### src/rtl/peak_capture_serializer_pkg.sv
// Shared constants, FSM state type and frame-length helper for the
// peak-capture serialiser.
package peak_capture_pkg;

    localparam logic [7:0] SYNC_BYTE = 8'hA5;

    typedef enum logic [1:0] {
        IDLE,
        HEADER,
        PAYLOAD,
        CHECKSUM
    } state_t;

    // Sync byte + four bytes per channel + checksum byte.
    function automatic int frame_len(input int num_ch);
        return 2 + 4 * num_ch;
    endfunction

endpackage

### src/rtl/peak_capture_serializer_if.sv
// Byte-stream handshake towards the UART transmitter.
interface peak_capture_serializer_if;

    logic [7:0] tx_data;
    logic       tx_valid;
    logic       tx_ready;

    modport master (output tx_data, output tx_valid, input tx_ready);
    modport slave  (input tx_data, input tx_valid, output tx_ready);

endinterface

### src/rtl/peak_channel.sv
// Live peak-hold for one ADC channel: keeps the running maximum and the
// sample index at which it first occurred.
module peak_channel #(
    parameter int SAMPLE_W = 10,
    parameter int IDX_W    = 16
) (
    input  logic                clk,
    input  logic                reset_b,
    input  logic [SAMPLE_W-1:0] sample,
    input  logic                sample_valid,
    input  logic                clear,
    input  logic [IDX_W-1:0]    sample_idx,
    output logic [SAMPLE_W-1:0] peak,
    output logic [IDX_W-1:0]    peak_idx
);

    // A clear in the same cycle means the sample competes against zero.
    logic [SAMPLE_W-1:0] base_peak;

    assign base_peak = clear ? '0 : peak;

    // Take a strictly larger sample (ties keep the first index), else honour clear.
    always_ff @(posedge clk or negedge reset_b) begin
        // NOTE: state registers use non-blocking assignment so every flop
        // samples pre-edge values regardless of block ordering.
        if (!reset_b) begin
            peak     <= '0;
            peak_idx <= '0;
        end else if (sample_valid && (sample > base_peak)) begin
            peak     <= sample;
            peak_idx <= sample_idx;
        end else if (clear) begin
            peak     <= '0;
            peak_idx <= '0;
        end
    end

endmodule

### src/rtl/peak_capture_serializer.sv
// Per-channel peak-hold with snapshot-and-stream readout: on dump_req the
// live peaks are frozen into shadows and sent as a checksummed byte frame.
module peak_capture_serializer
    import peak_capture_pkg::*;
#(
    parameter int NUM_CH   = 4,
    parameter int SAMPLE_W = 10,
    parameter int IDX_W    = 16
) (
    input  logic                       clk,
    input  logic                       reset_b,
    input  logic [NUM_CH*SAMPLE_W-1:0] adc_data,
    input  logic                       sample_valid,
    input  logic                       peak_clear,
    input  logic                       dump_req,
    peak_capture_serializer_if.master  tx,
    output logic                       busy,
    output logic                       dump_dropped
);

    localparam int               PAY_LEN   = 4 * NUM_CH;
    localparam logic [5:0]       LAST_BYTE = 6'(PAY_LEN - 1);
    localparam logic [IDX_W-1:0] IDX_MAX   = '1;

    state_t     state, state_nxt;
    logic [5:0] byte_cnt, byte_cnt_nxt;
    logic [7:0] csum;
    logic [7:0] tx_byte;
    logic       start, accept, live_clear;

    logic [IDX_W-1:0] idx_cnt, sample_idx;
    logic [15:0]      sel_peak, sel_idx;

    logic [NUM_CH-1:0][SAMPLE_W-1:0] live_peak;
    logic [NUM_CH-1:0][IDX_W-1:0]    live_idx;
    logic [NUM_CH-1:0][15:0]         shadow_peak, shadow_idx;

    assign start      = dump_req && (state == IDLE);
    assign accept     = tx.tx_valid && tx.tx_ready;
    assign live_clear = peak_clear || start;
    assign sample_idx = live_clear ? '0 : idx_cnt;

    // Sample index counter: saturating, restarts at 0 (or 1 if a sample lands) on clear.
    always_ff @(posedge clk or negedge reset_b) begin
        if (!reset_b) begin
            idx_cnt <= '0;
        end else if (live_clear) begin
            idx_cnt <= sample_valid ? IDX_W'(1) : '0;
        end else if (sample_valid && (idx_cnt != IDX_MAX)) begin
            idx_cnt <= idx_cnt + 1'b1;
        end
    end

    for (genvar k = 0; k < NUM_CH; k++) begin : g_ch
        peak_channel #(
            .SAMPLE_W (SAMPLE_W),
            .IDX_W    (IDX_W)
        ) u_peak_channel (
            .clk          (clk),
            .reset_b      (reset_b),
            .sample       (adc_data[k*SAMPLE_W +: SAMPLE_W]),
            .sample_valid (sample_valid),
            .clear        (live_clear),
            .sample_idx   (sample_idx),
            .peak         (live_peak[k]),
            .peak_idx     (live_idx[k])
        );
    end

    // Shadow snapshot of all channels, zero-extended to 16 bits, taken when a frame starts.
    always_ff @(posedge clk or negedge reset_b) begin
        // NOTE: the shadow bank is reset explicitly because a dump right after
        // reset must report zeros, so it cannot be left as an unreset RAM.
        if (!reset_b) begin
            shadow_peak <= '0;
            shadow_idx  <= '0;
        end else if (start) begin
            for (int k = 0; k < NUM_CH; k++) begin
                shadow_peak[k] <= 16'(live_peak[k]);
                shadow_idx[k]  <= 16'(live_idx[k]);
            end
        end
    end

    // FSM state and payload byte counter registers.
    always_ff @(posedge clk or negedge reset_b) begin
        if (!reset_b) begin
            state    <= IDLE;
            byte_cnt <= '0;
        end else begin
            state    <= state_nxt;
            byte_cnt <= byte_cnt_nxt;
        end
    end

    // Next-state logic: each state advances only on an accepted byte.
    always_comb begin
        // NOTE: defaults first so every path assigns every output and no
        // latch is inferred.
        state_nxt    = state;
        byte_cnt_nxt = byte_cnt;
        case (state)
            IDLE: begin
                if (dump_req) begin
                    state_nxt    = HEADER;
                    byte_cnt_nxt = '0;
                end
            end
            HEADER: begin
                if (accept) state_nxt = PAYLOAD;
            end
            PAYLOAD: begin
                if (accept) begin
                    if (byte_cnt == LAST_BYTE) state_nxt = CHECKSUM;
                    else                       byte_cnt_nxt = byte_cnt + 6'd1;
                end
            end
            CHECKSUM: begin
                if (accept) state_nxt = IDLE;
            end
            default: state_nxt = IDLE;
        endcase
    end

    // Running XOR of every byte handed over, zeroed at the start of each frame.
    always_ff @(posedge clk or negedge reset_b) begin
        if (!reset_b) begin
            csum <= '0;
        end else if (start) begin
            csum <= '0;
        end else if (accept && (state != CHECKSUM)) begin
            csum <= csum ^ tx_byte;
        end
    end

    // Byte mux: built only from registered state, so it holds while the sink stalls.
    always_comb begin
        sel_peak = '0;
        sel_idx  = '0;
        for (int k = 0; k < NUM_CH; k++) begin
            if (byte_cnt[5:2] == 4'(k)) begin
                sel_peak = shadow_peak[k];
                sel_idx  = shadow_idx[k];
            end
        end
        tx_byte = 8'h00;
        case (state)
            HEADER:   tx_byte = SYNC_BYTE;
            PAYLOAD: begin
                case (byte_cnt[1:0])
                    2'd0:    tx_byte = sel_peak[15:8];
                    2'd1:    tx_byte = sel_peak[7:0];
                    2'd2:    tx_byte = sel_idx[15:8];
                    default: tx_byte = sel_idx[7:0];
                endcase
            end
            CHECKSUM: tx_byte = csum;
            default:  tx_byte = 8'h00;
        endcase
    end

    assign tx.tx_data    = tx_byte;
    assign tx.tx_valid   = (state != IDLE);
    assign busy          = (state != IDLE);
    assign dump_dropped  = dump_req && (state != IDLE);

endmodule
### src/flat_wrapper.sv
// flat-port wrapper written by rule: the top's interface ports become plain ports
module peak_capture_serializer_flat import peak_capture_pkg::*;
#(
    parameter int NUM_CH   = 4,
    parameter int SAMPLE_W = 10,
    parameter int IDX_W    = 16
)
  (clk, reset_b, adc_data, sample_valid, peak_clear, dump_req, busy, dump_dropped, tx_tx_data, tx_tx_valid, tx_tx_ready);
  peak_capture_serializer_if tx_i ();
  input  logic clk;
  input  logic reset_b;
  input  logic [NUM_CH*SAMPLE_W-1:0] adc_data;
  input  logic sample_valid;
  input  logic peak_clear;
  input  logic dump_req;
  output logic busy;
  output logic dump_dropped;
  output wire logic [$bits(tx_i.tx_data)-1:0] tx_tx_data;
  output wire logic [$bits(tx_i.tx_valid)-1:0] tx_tx_valid;
  input wire logic [$bits(tx_i.tx_ready)-1:0] tx_tx_ready;
  assign tx_tx_data = tx_i.tx_data;
  assign tx_tx_valid = tx_i.tx_valid;
  assign tx_i.tx_ready = tx_tx_ready;
  peak_capture_serializer #(.NUM_CH(NUM_CH), .SAMPLE_W(SAMPLE_W), .IDX_W(IDX_W)) u_core (.clk(clk), .reset_b(reset_b), .adc_data(adc_data), .sample_valid(sample_valid), .peak_clear(peak_clear), .dump_req(dump_req), .tx(tx_i), .busy(busy), .dump_dropped(dump_dropped));
endmodule
### config.mk
export PLATFORM = sky130hd
export DESIGN_NAME = peak_capture_serializer_flat
export DESIGN_NICKNAME = d
export VERILOG_FILES = /design/src/rtl/peak_capture_serializer_pkg.sv /design/src/rtl/peak_capture_serializer_if.sv /design/src/rtl/peak_channel.sv /design/src/rtl/peak_capture_serializer.sv /design/src/flat_wrapper.sv
export SDC_FILE = /design/constraint.sdc
export NUM_CORES = 1
export LEC_CHECK = 0
export CAP_MARGIN = 20
export CORE_UTILIZATION = 35
export CTS_BUF_LIST = sky130_fd_sc_hd__clkbuf_2 sky130_fd_sc_hd__clkbuf_4 sky130_fd_sc_hd__clkbuf_8
export DETAILED_ROUTE_END_ITERATION = 7
export PLACE_DENSITY_LB_ADDON = 0.12
export SYNTH_ARGS = -nofsm -noshare
export SYNTH_HDL_FRONTEND = slang
export SYNTH_HIERARCHICAL = 1
export SYNTH_SLANG_ARGS = --single-unit
### constraint.sdc
create_clock -name clk -period 4 [get_ports clk]
set_input_delay 0.4 -clock clk [delete_from_list [all_inputs] [get_ports clk]]
set_output_delay 0.4 -clock clk [all_outputs]
set_load 0.01 [all_outputs]
==> results of run 1 <==
## worst paths after layout
| path | from | endpoint | slack (ns) | cells past startpoint |
|---|---|---|---|---|
| max in group asynchronous | reset_b | u_core/g_ch[2].u_peak_channel/peak_idx[8] | 2.48 | 3 |
| min in group asynchronous | reset_b | u_core/g_ch[1].u_peak_channel/peak[0] | 0.46 | 2 |
| hold / removal | adc_data[34] | u_core/g_ch[3].u_peak_channel/peak[4] | 0.43 | 3 |
| setup reg to reg | u_core/state[1] | u_core/g_ch[2].u_peak_channel/peak_idx[15] | 0.38 | 13 |
| setup / recovery | u_core/byte_cnt[2] | tx_tx_data[1] | 0.27 | 8 |
| hold reg to reg | u_core/g_ch[1].u_peak_channel/peak_idx[13] | u_core/shadow_idx[29] | 0.45 | 2 |
## through the flow
step	worst slack, ns	instance area, sq um	util (%)
floorplan	0.0808	12500	-
global placement	0.442	13500	38.7
detailed placement	0.401	13500	38.7
CTS	0.145	14400	41.4
global route	0.0742	14400	41.4
finish	0.270	14400	41.4
## cell families after synthesis
logic type | Yosys count | share of synthesized area (%)
and+or+nand+nor | 570 | 20.9
DFF | 240 | 48.2
muxes | 131 | 14.5
buffers and inverters | 113 | 4.74
AOI/OAI and AO/OA | 91 | 5.35
adders and majority gates | 49 | 4.92
xor gates and xnor gates | 20 | 1.41
## layout make-up
class,count,area (sq um),share of cell area (%)
flip-flops and latches,240,6010,41.7
clock buffers,74,906,6.29
multi-input cells,861,5880,40.8
well taps,455,569,3.95
repair buffers,82,826,5.73
inverters,52,196,1.36
clock inverters,3,25.0,0.174
## state kept, by name, indices dropped and copies added (netlist names)
name                                 flops
u_core/shadow_idx                       64
u_core/byte_cnt                          6
u_core/g_ch.u_peak_channel/peak_idx     64
u_core/g_ch.u_peak_channel/peak         40
u_core/idx_cnt                          16
u_core/csum                              8
u_core/shadow_peak                      40
u_core/state                             2
## routing by layer
metal / global-route usage [%] / share of wire, % / up-vias
met3: 2.71 / 3.6 / 32
met5: 0 / 0 / -
met1: 26.8 / 53 / 4188
met4: 4.18 / 1.5 / 0
li1: - / - / 4193
met2: 26.2 / 42 / 139
## synthesized netlist by cell type (all sizes together) (8+ instances only)
library cell	instances	area, sq um
o21ai	15	78.8
a21oi	24	124
nand2b	38	238
o211ai	8	65.1
nand3	19	95.1
dfrtp	240	6010
ha	49	613
inv	51	191
nand2	346	1300
mux2	71	965
mux4	19	428
clkbuf	40	150
nand4	15	100
mux2i	41	410
buf	21	245
nor2b	74	463
nor2	39	146
xor2	16	140
and2	17	106
## worst register-to-register path, stage by stage (launching register included)
cell,delay (ns)
dfrtp_1,0.47
inv_1,0.18
ha_1,0.35
and2_4,0.22
nor2_1,0.17
clkinv_2,0.09
buf_4,0.21
nand2b_1,0.19
ha_1,0.31
nand4_1,0.16
nor3_1,0.22
o311a_2,0.33
buf_12,0.24
mux2_2,0.37
## power breakdown
group          switching (mW)  internal [mW]  total (mW)  leakage, nW
Clock                    1.01           1.42        2.44        0.495
Combinational            1.12          0.714        1.83         3.26
Sequential              0.216           2.71        2.93         3.26
## timing repair
item,CTS,global route
hold endpoints to repair,104,0
gates resized for setup,0,1
endpoints found under the setup margin,0,1
hold buffers,1,0
==> summary.txt, run 1 <==
Worst Hold Class -> in -> reg
Worst hold slack -> 0.433 ns
Pins Over Slew Limit -> 0
Maximum VDD drop -> 0.381 mV
Iteration count of the initial detailed-routing pass -> 5
Final #Nets -> 1377
CTS buffer count -> 45
Via-to-Cell Ratio -> 4.84
Asr flop ratio synth -> 100%
Most frequent cells in the layout -> 345 x nand2_1, 239 x dfrtp_1, 74 x nor2b_1
Drt drc -> 0
Routability Congestion -> 0.754
Fin crit period -> 3.73 ns
Arrival time at the worst endpoint -> 3.33 ns
Vias after detailed routing -> 8552
Fillcell total -> 3402
Antenna diode count -> 0
Final WL -> 30200 um
Count of final setup violators -> 0
F_max -> 0.268 GHz
CTS tree -> done
Lkg Pwr -> 7.02 nW
Buffers on Ports -> 56
CP Launch Type -> flip-flop
Slowest-stage cell, CP -> mux4_2
Unrepaired setup endpoints after global routing -> no
EDFF count, synth -> 0
Average size of a mapped cell -> 10.3 sq um
H-tree levels -> 2
Final hold violations -> 0
Total gr overflow -> 0
Worst slew margin -> 34.3%
Total GRT Usage -> 17.7%
Vias in the first global route -> 8963
Clock skew -> 0.0201 ns
I/O Pins -> 57
Core footprint -> 34800 sq um
Critical Path RT -> 3.60 ns
Estimated wirelength of the detail-placed design -> 19400 um
Syn-to-layout area delta -> 15.6%
Synth warn -> 6
Critical Path, Cell by Cell -> buf_4 -> buf_4 -> mux4_2 -> nand2_1 -> nand2_1 -> a32oi_1 -> nor2_1 -> clkdlybuf4s50_1
Row count -> 68
Status -> complete, no violations
Die X -> 191 um
Critical path peak fanout -> 14
Layout cell share with drive strength beyond 1 -> 16.2%
Initial drt markers -> 500
Syn_nets -> 1309
Main synth FF type -> dfrtp_1
Post-route ant nets -> 0
Final std cells w/o fill -> 1767
Cell count after synthesis -> 1214
Worst-Skew Late Latency -> 0.55 ns
Clk pin slew, worst setup/hold paths -> 0.06 ns
CP Class -> reg -> out
Initial Util -> 35.8%
Die span in y -> 191 um
Max_cap viols -> 0
Peak per-stage delay on the critical path -> 0.63 ns
Mapped cell area -> 12500 sq um
Tot Pwr -> 7.19 mW
Worst-margin pin slew -> 0.986 ns
Cell Count Post-Placement -> 1689
CTS Buffer Depth -> 3
TNS Setup -> 0 ns
Delay-heaviest family, CP -> buffers and inverters
Largest net degree at the start of global routing -> 108
Most common cell after layout, fill and taps aside -> nand2_1
Sink Count -> 240
Register area share after synthesis -> 48.2%
Netlist cell types -> 66
Synthesis-stage register bit count -> 240
Nature of the critical path endpoint -> output pin
CP bufs+invs -> 3
WL per Instance -> 17.1 um
Root Driver -> clkbuf_8
Post-CTS Setup Bufs -> 0
Final critical-path share of the clock period -> 93.3%
PwrDens -> 499 nW/um^2
Initial antenna violation count -> 0
Die ar. -> 36400 sq um
First-pass GRT wire length -> 50400 um
Power figures use the tool's default switching activity.
==> run 2: changes to the inputs <==
Clock period 4 ns to 4.6 ns, I/O delays scaled along.
==> summary.txt, run 2 (synthesis results as in run 1) <==
Biggest regs -> u_core/g_ch.u_peak_channel/peak_idx x64, u_core/shadow_idx x64 (unchanged)
Sw Ratio -> 32.8% (was 32.6%)
Pins Over Slew Limit -> 0 (unchanged)
Combinational fraction of design power -> 24.9% (was 25.4%)
CTS buffer count -> 46 (was 45)
CTS resizes -> 0 (unchanged)
CTS Buffer Depth -> 3 (unchanged)
Reg2reg setup slack -> 0.35 ns (was 0.38 ns)
WL per Instance -> 17.4 um (was 17.1 um)
Most common cell after layout, fill and taps aside -> nand2_1 (unchanged)
Iteration count of the initial detailed-routing pass -> 7 (was 5)
Syn-to-layout area delta -> 15.1% (was 15.6%)
Total GRT Usage -> 17.7% (about the same)
Area of the multi-input gates -> 5880 sq um (unchanged)
Post-route ant nets -> 0 (unchanged)
PnR worst setup slack -> 0.352 ns (was 0.270 ns)
Final critical-path share of the clock period -> 92.4%
Max_cap viols -> 0 (unchanged)
Vias after detailed routing -> 8705 (was 8552)
Setup WS pre-CTS -> 0.338 ns (was 0.401 ns)
Violated checks -> negative hold slack
Worst slew margin -> 32.1% (was 34.3%)
Most frequent cells in the layout -> 345 x nand2_1, 239 x dfrtp_1, 74 x nor2b_1 (unchanged)
Storage cell area -> 6010 sq um (about the same)
Net Switching -> 2.06 mW (was 2.34 mW)
Routability Congestion -> 0.767 (was 0.754)
CP Launch Type -> flip-flop (unchanged)
Worst-margin pin slew -> 1.02 ns (was 0.986 ns)
Lkg Pwr -> 7.00 nW (was 7.02 nW)
# hold bufs at CTS -> 0 (was 1)
PwrDens -> 438 nW/um^2 (was 499 nW/um^2)
Unrepaired setup endpoints after global routing -> no (unchanged)
DP Area -> 13400 sq um (was 13500 sq um)
Final #Nets -> 1372 (was 1377)
Drt drc -> 0 (unchanged)
End-of-flow core utilization -> 41.2% (was 41.4%)
Final hold violations -> 14 (was 0)
Estimated wirelength of the detail-placed design -> 19600 um (was 19400 um)
Sink Count -> 240 (unchanged)
Post-CTS Setup Bufs -> 0 (unchanged)
CP Class -> reg -> reg (was reg -> out)
Arrival time at the worst endpoint -> 4.67 ns (was 3.33 ns)
Die ar. -> 36400 sq um (unchanged)
Core footprint -> 34800 sq um (unchanged)
Critical path peak fanout -> 31 (was 14)
Layout cell share with drive strength beyond 1 -> 16.0% (was 16.2%)
Initial drt markers -> 453 (was 500)
P_int -> 4.22 mW (was 4.85 mW)
Largest net degree at the start of global routing -> 114 (was 108)
Row count -> 68 (unchanged)
Worst Hold Class -> in -> async (was in -> reg)
Count of final setup violators -> 0 (unchanged)
Status -> finished with violations (was complete, no violations)
Clock skew -> 0.0248 ns (was 0.0201 ns)
Clk pin slew, worst setup/hold paths -> 0.06 ns (about the same)
Root Driver -> clkbuf_8 (unchanged)
F_max -> 0.235 GHz
Total gr overflow -> 0 (unchanged)
Final std cells w/o fill -> 1764 (was 1767)
Nature of the critical path endpoint -> flip-flop (was output pin)
Vias in the first global route -> 8944 (was 8963)
H-tree levels -> 2 (unchanged)
Clock group share of total power -> 34.4% (was 33.9%)
CTS tree -> done (unchanged)
Fillcell total -> 3389 (was 3402)
I/O Pins -> 57 (unchanged)
Via-to-Cell Ratio -> 4.93 (was 4.84)
TNS Setup -> 0 ns (unchanged)
Initial antenna violation count -> 1 (was 0)
Antenna diode count -> 0 (unchanged)
Die X -> 191 um (unchanged)
Sequential fraction of design power -> 40.7% (about the same)
Critical Path RT -> 5.03 ns (was 3.60 ns)
Maximum VDD drop -> 0.253 mV (was 0.381 mV)
Worst hold slack -> -0.0496 ns (was 0.433 ns)
Die span in y -> 191 um (unchanged)
Buffers on Ports -> 56 (unchanged)
First-pass GRT wire length -> 50400 um (about the same)
Worst-Skew Late Latency -> 0.56 ns (was 0.55 ns)
Final WL -> 30700 um (was 30200 um)
Post-route cell area -> 14400 sq um (about the same)
Initial Util -> 35.8% (unchanged)
Fin crit period -> 4.25 ns
Cell Count Post-Placement -> 1684 (was 1689)
[run 2: changes by cell type in the layout (fill, tap and decap cells not counted), sizes merged]
| cell | delta |
|---|---|
| clkbuf | +2 |
| clkinv | +3 |
| dlygate4sd3 | -1 |
| inv | -2 |
| buf | -5 |
[run 2: layer usage]
layer	part of all wire (%)	global-route usage, %
met1	52	27.0
met2	42	25.6
met3	3.7	2.63
met4	2.2	5.17
met5	0	0
[run 2: path summary, 6_finish.rpt]
check,startpoint,to,cells past startpoint
max in group asynchronous,reset_b,u_core/shadow_idx[10],2
min in group clk,u_core/g_ch[3].u_peak_channel/peak_idx[9],u_core/shadow_idx[57],2
max,u_core/state[1],u_core/g_ch[1].u_peak_channel/peak_idx[0],11
min reg2reg,u_core/g_ch[3].u_peak_channel/peak_idx[9],u_core/shadow_idx[57],2
max reg2reg,u_core/state[1],u_core/g_ch[1].u_peak_channel/peak_idx[0],11
min,reset_b,u_core/g_ch[0].u_peak_channel/peak[8],1
[run 2: through the flow]
stage                     total power [mW]  hold WS (ns)
final                                 6.28       -0.0496
after global routing                  6.67        0.0286
after CTS                             6.38       0.00128
after detailed placement              4.17         0.441
after global placement                4.16         0.440
after floorplan                       3.60         0.164
[run 2: power groups by stage]
stage                     Clock, mW  Combinational, mW  Sequential, mW
after floorplan                   0               1.10            2.50
after global placement            0               1.57            2.59
after CTS                      2.24               1.59            2.56
final                          2.16               1.56            2.56
after detailed placement          0               1.58            2.59
after global routing           2.32               1.75            2.59
[run 2: area by class of cell]
class                   instances  share of cell area (%)
flip-flops and latches        240                    41.9
multi-input cells             861                    41.0
clock buffers                  76                    6.42
repair buffers                 76                    5.25
well taps                     455                    3.97
inverters                      52                    1.37
clock inverters                 4                   0.157
[run 2: critical path, cell delays in order (launching register included)]
cell	delay [ns]
dfrtp_1	0.47
inv_1	0.17
ha_1	0.34
and2_4	0.19
nor2_1	0.18
clkinv_2	0.39
nand2b_1	0.31
ha_1	0.31
nand4_1	0.17
nor3_1	0.23
o311a_2	0.89
mux2_2	0.42
==> run 3: changes to the inputs <==
Settings changed: CTS_CLUSTER_DIAMETER set to 120, PLACE_DENSITY_LB_ADDON 0.12 to not set.
==> summary.txt, run 3 (synthesis results as in run 1) <==
Final #Nets -> 1364 (was 1372)
Maximum VDD drop -> 0.314 mV (was 0.253 mV)
Worst slew margin -> 33.0% (was 32.1%)
Core footprint -> 34800 sq um (unchanged)
Post-route cell area -> 14200 sq um (was 14400 sq um)
Drt drc -> 0 (unchanged)
Die span in y -> 191 um (unchanged)
Die X -> 191 um (unchanged)
Status -> complete, no violations (was finished with violations)
Most common cell after layout, fill and taps aside -> nand2_1 (unchanged)
Syn-to-layout area delta -> 14.2% (was 15.1%)
TNS Setup -> 0 ns (unchanged)
Initial drt markers -> 625 (was 453)
Routability Congestion -> 0.801 (was 0.767)
CTS tree -> done (unchanged)
Vias after detailed routing -> 8564 (was 8705)
Buffers on Ports -> 56 (unchanged)
Total GRT Usage -> 16.1% (was 17.7%)
Worst Hold Class -> in -> async (unchanged)
Arrival time at the worst endpoint -> 4.58 ns (was 4.67 ns)
H-tree levels -> 2 (unchanged)
Estimated wirelength of the detail-placed design -> 18200 um (was 19600 um)
Post-route ant nets -> 0 (unchanged)
Total gr overflow -> 0 (unchanged)
CP Class -> reg -> reg (unchanged)
Crit. Startpoint -> u_core/state[1] (unchanged)
Clock group share of total power -> 32.9% (was 34.4%)
Critical Path RT -> 5.02 ns (was 5.03 ns)
Clock skew -> 0.0119 ns (was 0.0248 ns)
Combinational fraction of design power -> 25.1% (was 24.9%)
Unrepaired setup endpoints after global routing -> no (unchanged)
CP Launch Type -> flip-flop (unchanged)
Peak per-stage delay on the critical path -> 0.50 ns (was 0.89 ns)
Final hold violations -> 0 (was 14)
Critical Path, Cell by Cell -> inv_1 -> ha_1 -> and2_4 -> nor2_1 -> clkinv_2 -> buf_4 -> nand2b_1 -> ha_1 -> nand4_1 -> nor3_1 -> o311a_1 -> buf_12 -> mux2_2 (was inv_1 -> ha_1 -> and2_4 -> nor2_1 -> clkinv_2 -> nand2b_1 -> ha_1 -> nand4_1 -> nor3_1 -> o311a_2 -> mux2_2)
Net Switching -> 1.97 mW (was 2.06 mW)
FF-to-FF Start -> u_core/state[1] (unchanged)
Layout cell share with drive strength beyond 1 -> 15.2% (was 16.0%)
Max_cap viols -> 0 (unchanged)
P_int -> 4.11 mW (was 4.22 mW)
Sw Ratio -> 32.4% (was 32.8%)
I/O Pins -> 57 (unchanged)
Post-CTS Setup Bufs -> 0 (unchanged)
Delay-heaviest family, CP -> buffers and inverters (was simple AND/OR/NAND/NOR gates)
Fin crit period -> 4.16 ns (was 4.25 ns)
Worst Reg2Reg Path Length in Cells -> 13 (was 11)
CTS resizes -> 0 (unchanged)
DP Area -> 13400 sq um (about the same)
Clk pin slew, worst setup/hold paths -> 0.06 ns (about the same)
Tot Pwr -> 6.08 mW (was 6.28 mW)
Die ar. -> 36400 sq um (unchanged)
Initial Util -> 35.8% (unchanged)
Initial antenna violation count -> 0 (was 1)
Antenna diode count -> 0 (unchanged)
Most frequent cells in the layout -> 345 x nand2_1, 239 x dfrtp_1, 74 x nor2b_1 (unchanged)
Biggest regs -> u_core/g_ch.u_peak_channel/peak_idx x64, u_core/shadow_idx x64 (unchanged)
CTS Buffer Depth -> 3 (unchanged)
Via-to-Cell Ratio -> 4.89 (was 4.93)
Pins Over Slew Limit -> 0 (unchanged)
Worst-margin pin slew -> 1.00 ns (was 1.02 ns)
CTS buffer count -> 42 (was 46)
Vias in the first global route -> 8634 (was 8944)
# hold bufs at CTS -> 0 (unchanged)
Sink Count -> 240 (unchanged)
F_max -> 0.241 GHz (was 0.235 GHz)
Sequential fraction of design power -> 42.0% (was 40.7%)
Fillcell total -> 3363 (was 3389)
First-pass GRT wire length -> 46600 um (was 50400 um)
Final critical-path share of the clock period -> 90.4% (was 92.4%)
Slowest-stage cell, CP -> o311a_1 (was o311a_2)
End of the critical path -> u_core/g_ch[1].u_peak_channel/peak_idx[1] (was u_core/g_ch[1].u_peak_channel/peak_idx[0])
Critical path depth -> 13 (was 11)
Critical path peak fanout -> 23 (was 31)
Largest net degree at the start of global routing -> 128 (was 114)
Lkg Pwr -> 6.93 nW (was 7.00 nW)
CP bufs+invs -> 4 (was 2)
PwrDens -> 427 nW/um^2 (was 438 nW/um^2)
Count of final setup violators -> 0 (unchanged)
Reg2reg end -> u_core/g_ch[1].u_peak_channel/peak_idx[1] (was u_core/g_ch[1].u_peak_channel/peak_idx[0])
Crit path top cell by count -> ha_1 (unchanged)
Reg2reg setup slack -> 0.44 ns (was 0.35 ns)
Worst-Skew Late Latency -> 0.53 ns (was 0.56 ns)
Root Driver -> clkbuf_8 (unchanged)
Iteration count of the initial detailed-routing pass -> 5 (was 7)
End-of-flow core utilization -> 40.9% (was 41.2%)
Final WL -> 28400 um (was 30700 um)
Row count -> 68 (unchanged)
WL per Instance -> 16.2 um (was 17.4 um)
Nature of the critical path endpoint -> flip-flop (unchanged)
## run 3: cell types whose count changed in the layout (fill, tap and decap cells not counted)
cell	before	now
buf_12	3	2
buf_4	17	14
clkbuf_4	20	15
clkbuf_8	56	53
clkinv_2	4	5
o311a_1	0	2
o311a_2	3	1
## run 3: worst min-delay path by stage
stage,end,depth (start not counted),startpoint
global placement,u_core/shadow_idx[4],2,u_core/g_ch[0].u_peak_channel/peak_idx[4]
detailed placement,u_core/shadow_idx[36],2,u_core/g_ch[2].u_peak_channel/peak_idx[4]
floorplan,u_core/byte_cnt[0],0,reset_b
CTS,u_core/g_ch[3].u_peak_channel/peak[7],1,reset_b
finish,u_core/g_ch[3].u_peak_channel/peak[6],1,reset_b
global route,u_core/g_ch[3].u_peak_channel/peak[7],1,reset_b
## run 3: metal layers
layer / wire length [um] / vias up / global-route usage, % / part of all wire (%)
met1: 14200 / 4231 / 23.6 / 50
li1: - / 4155 / - / -
met5: 0 / - / 0 / 0
met2: 12900 / 150 / 24.7 / 45
met4: 367 / 0 / 3.82 / 1.3
met3: 929 / 28 / 2.67 / 3.3
## run 3: final cells by class
class / count / area (sq um) / share of cell area [%]
Clock inverter: 5 / 27.5 / 0.193
Inverter: 52 / 196 / 1.38
Timing Repair Buffer: 72 / 711 / 4.99
Sequential cell: 240 / 6010 / 42.2
Multi-Input combinational cell: 861 / 5880 / 41.3
Clock buffer: 68 / 842 / 5.92
Tap cell: 455 / 569 / 4.00
## run 3: power groups by stage
stage / registers [mW] / clock network [mW] / logic [mW]
2_1_floorplan: 2.50 / 0 / 1.10
3_3_place_gp: 2.58 / 0 / 1.51
3_5_place_dp: 2.58 / 0 / 1.53
4_1_cts: 2.55 / 2.07 / 1.54
5_1_grt: 2.58 / 2.17 / 1.70
6_report: 2.55 / 2.00 / 1.52
## run 3: metrics by stage
stage / hold slack [ns] / cells / setup slack (ns)
after floorplan: 0.164 / 1214 / 0.455
after global placement: 0.441 / 1680 / 0.494
after detailed placement: 0.443 / 1680 / 0.446
after CTS: 0.0837 / 1753 / 0.425
after global routing: 0.0945 / 1753 / 0.139
final: 0.0183 / 1753 / 0.443
## run 3: worst reg2reg max path, cell delays in order, from the launching register on
cell      delay (ns)
dfrtp_1         0.47
inv_1           0.18
ha_1            0.35
and2_4          0.22
nor2_1          0.17
clkinv_2        0.29
buf_4           0.32
nand2b_1        0.19
ha_1            0.32
nand4_1         0.17
nor3_1          0.22
o311a_1         0.50
buf_12          0.26
mux2_2          0.39
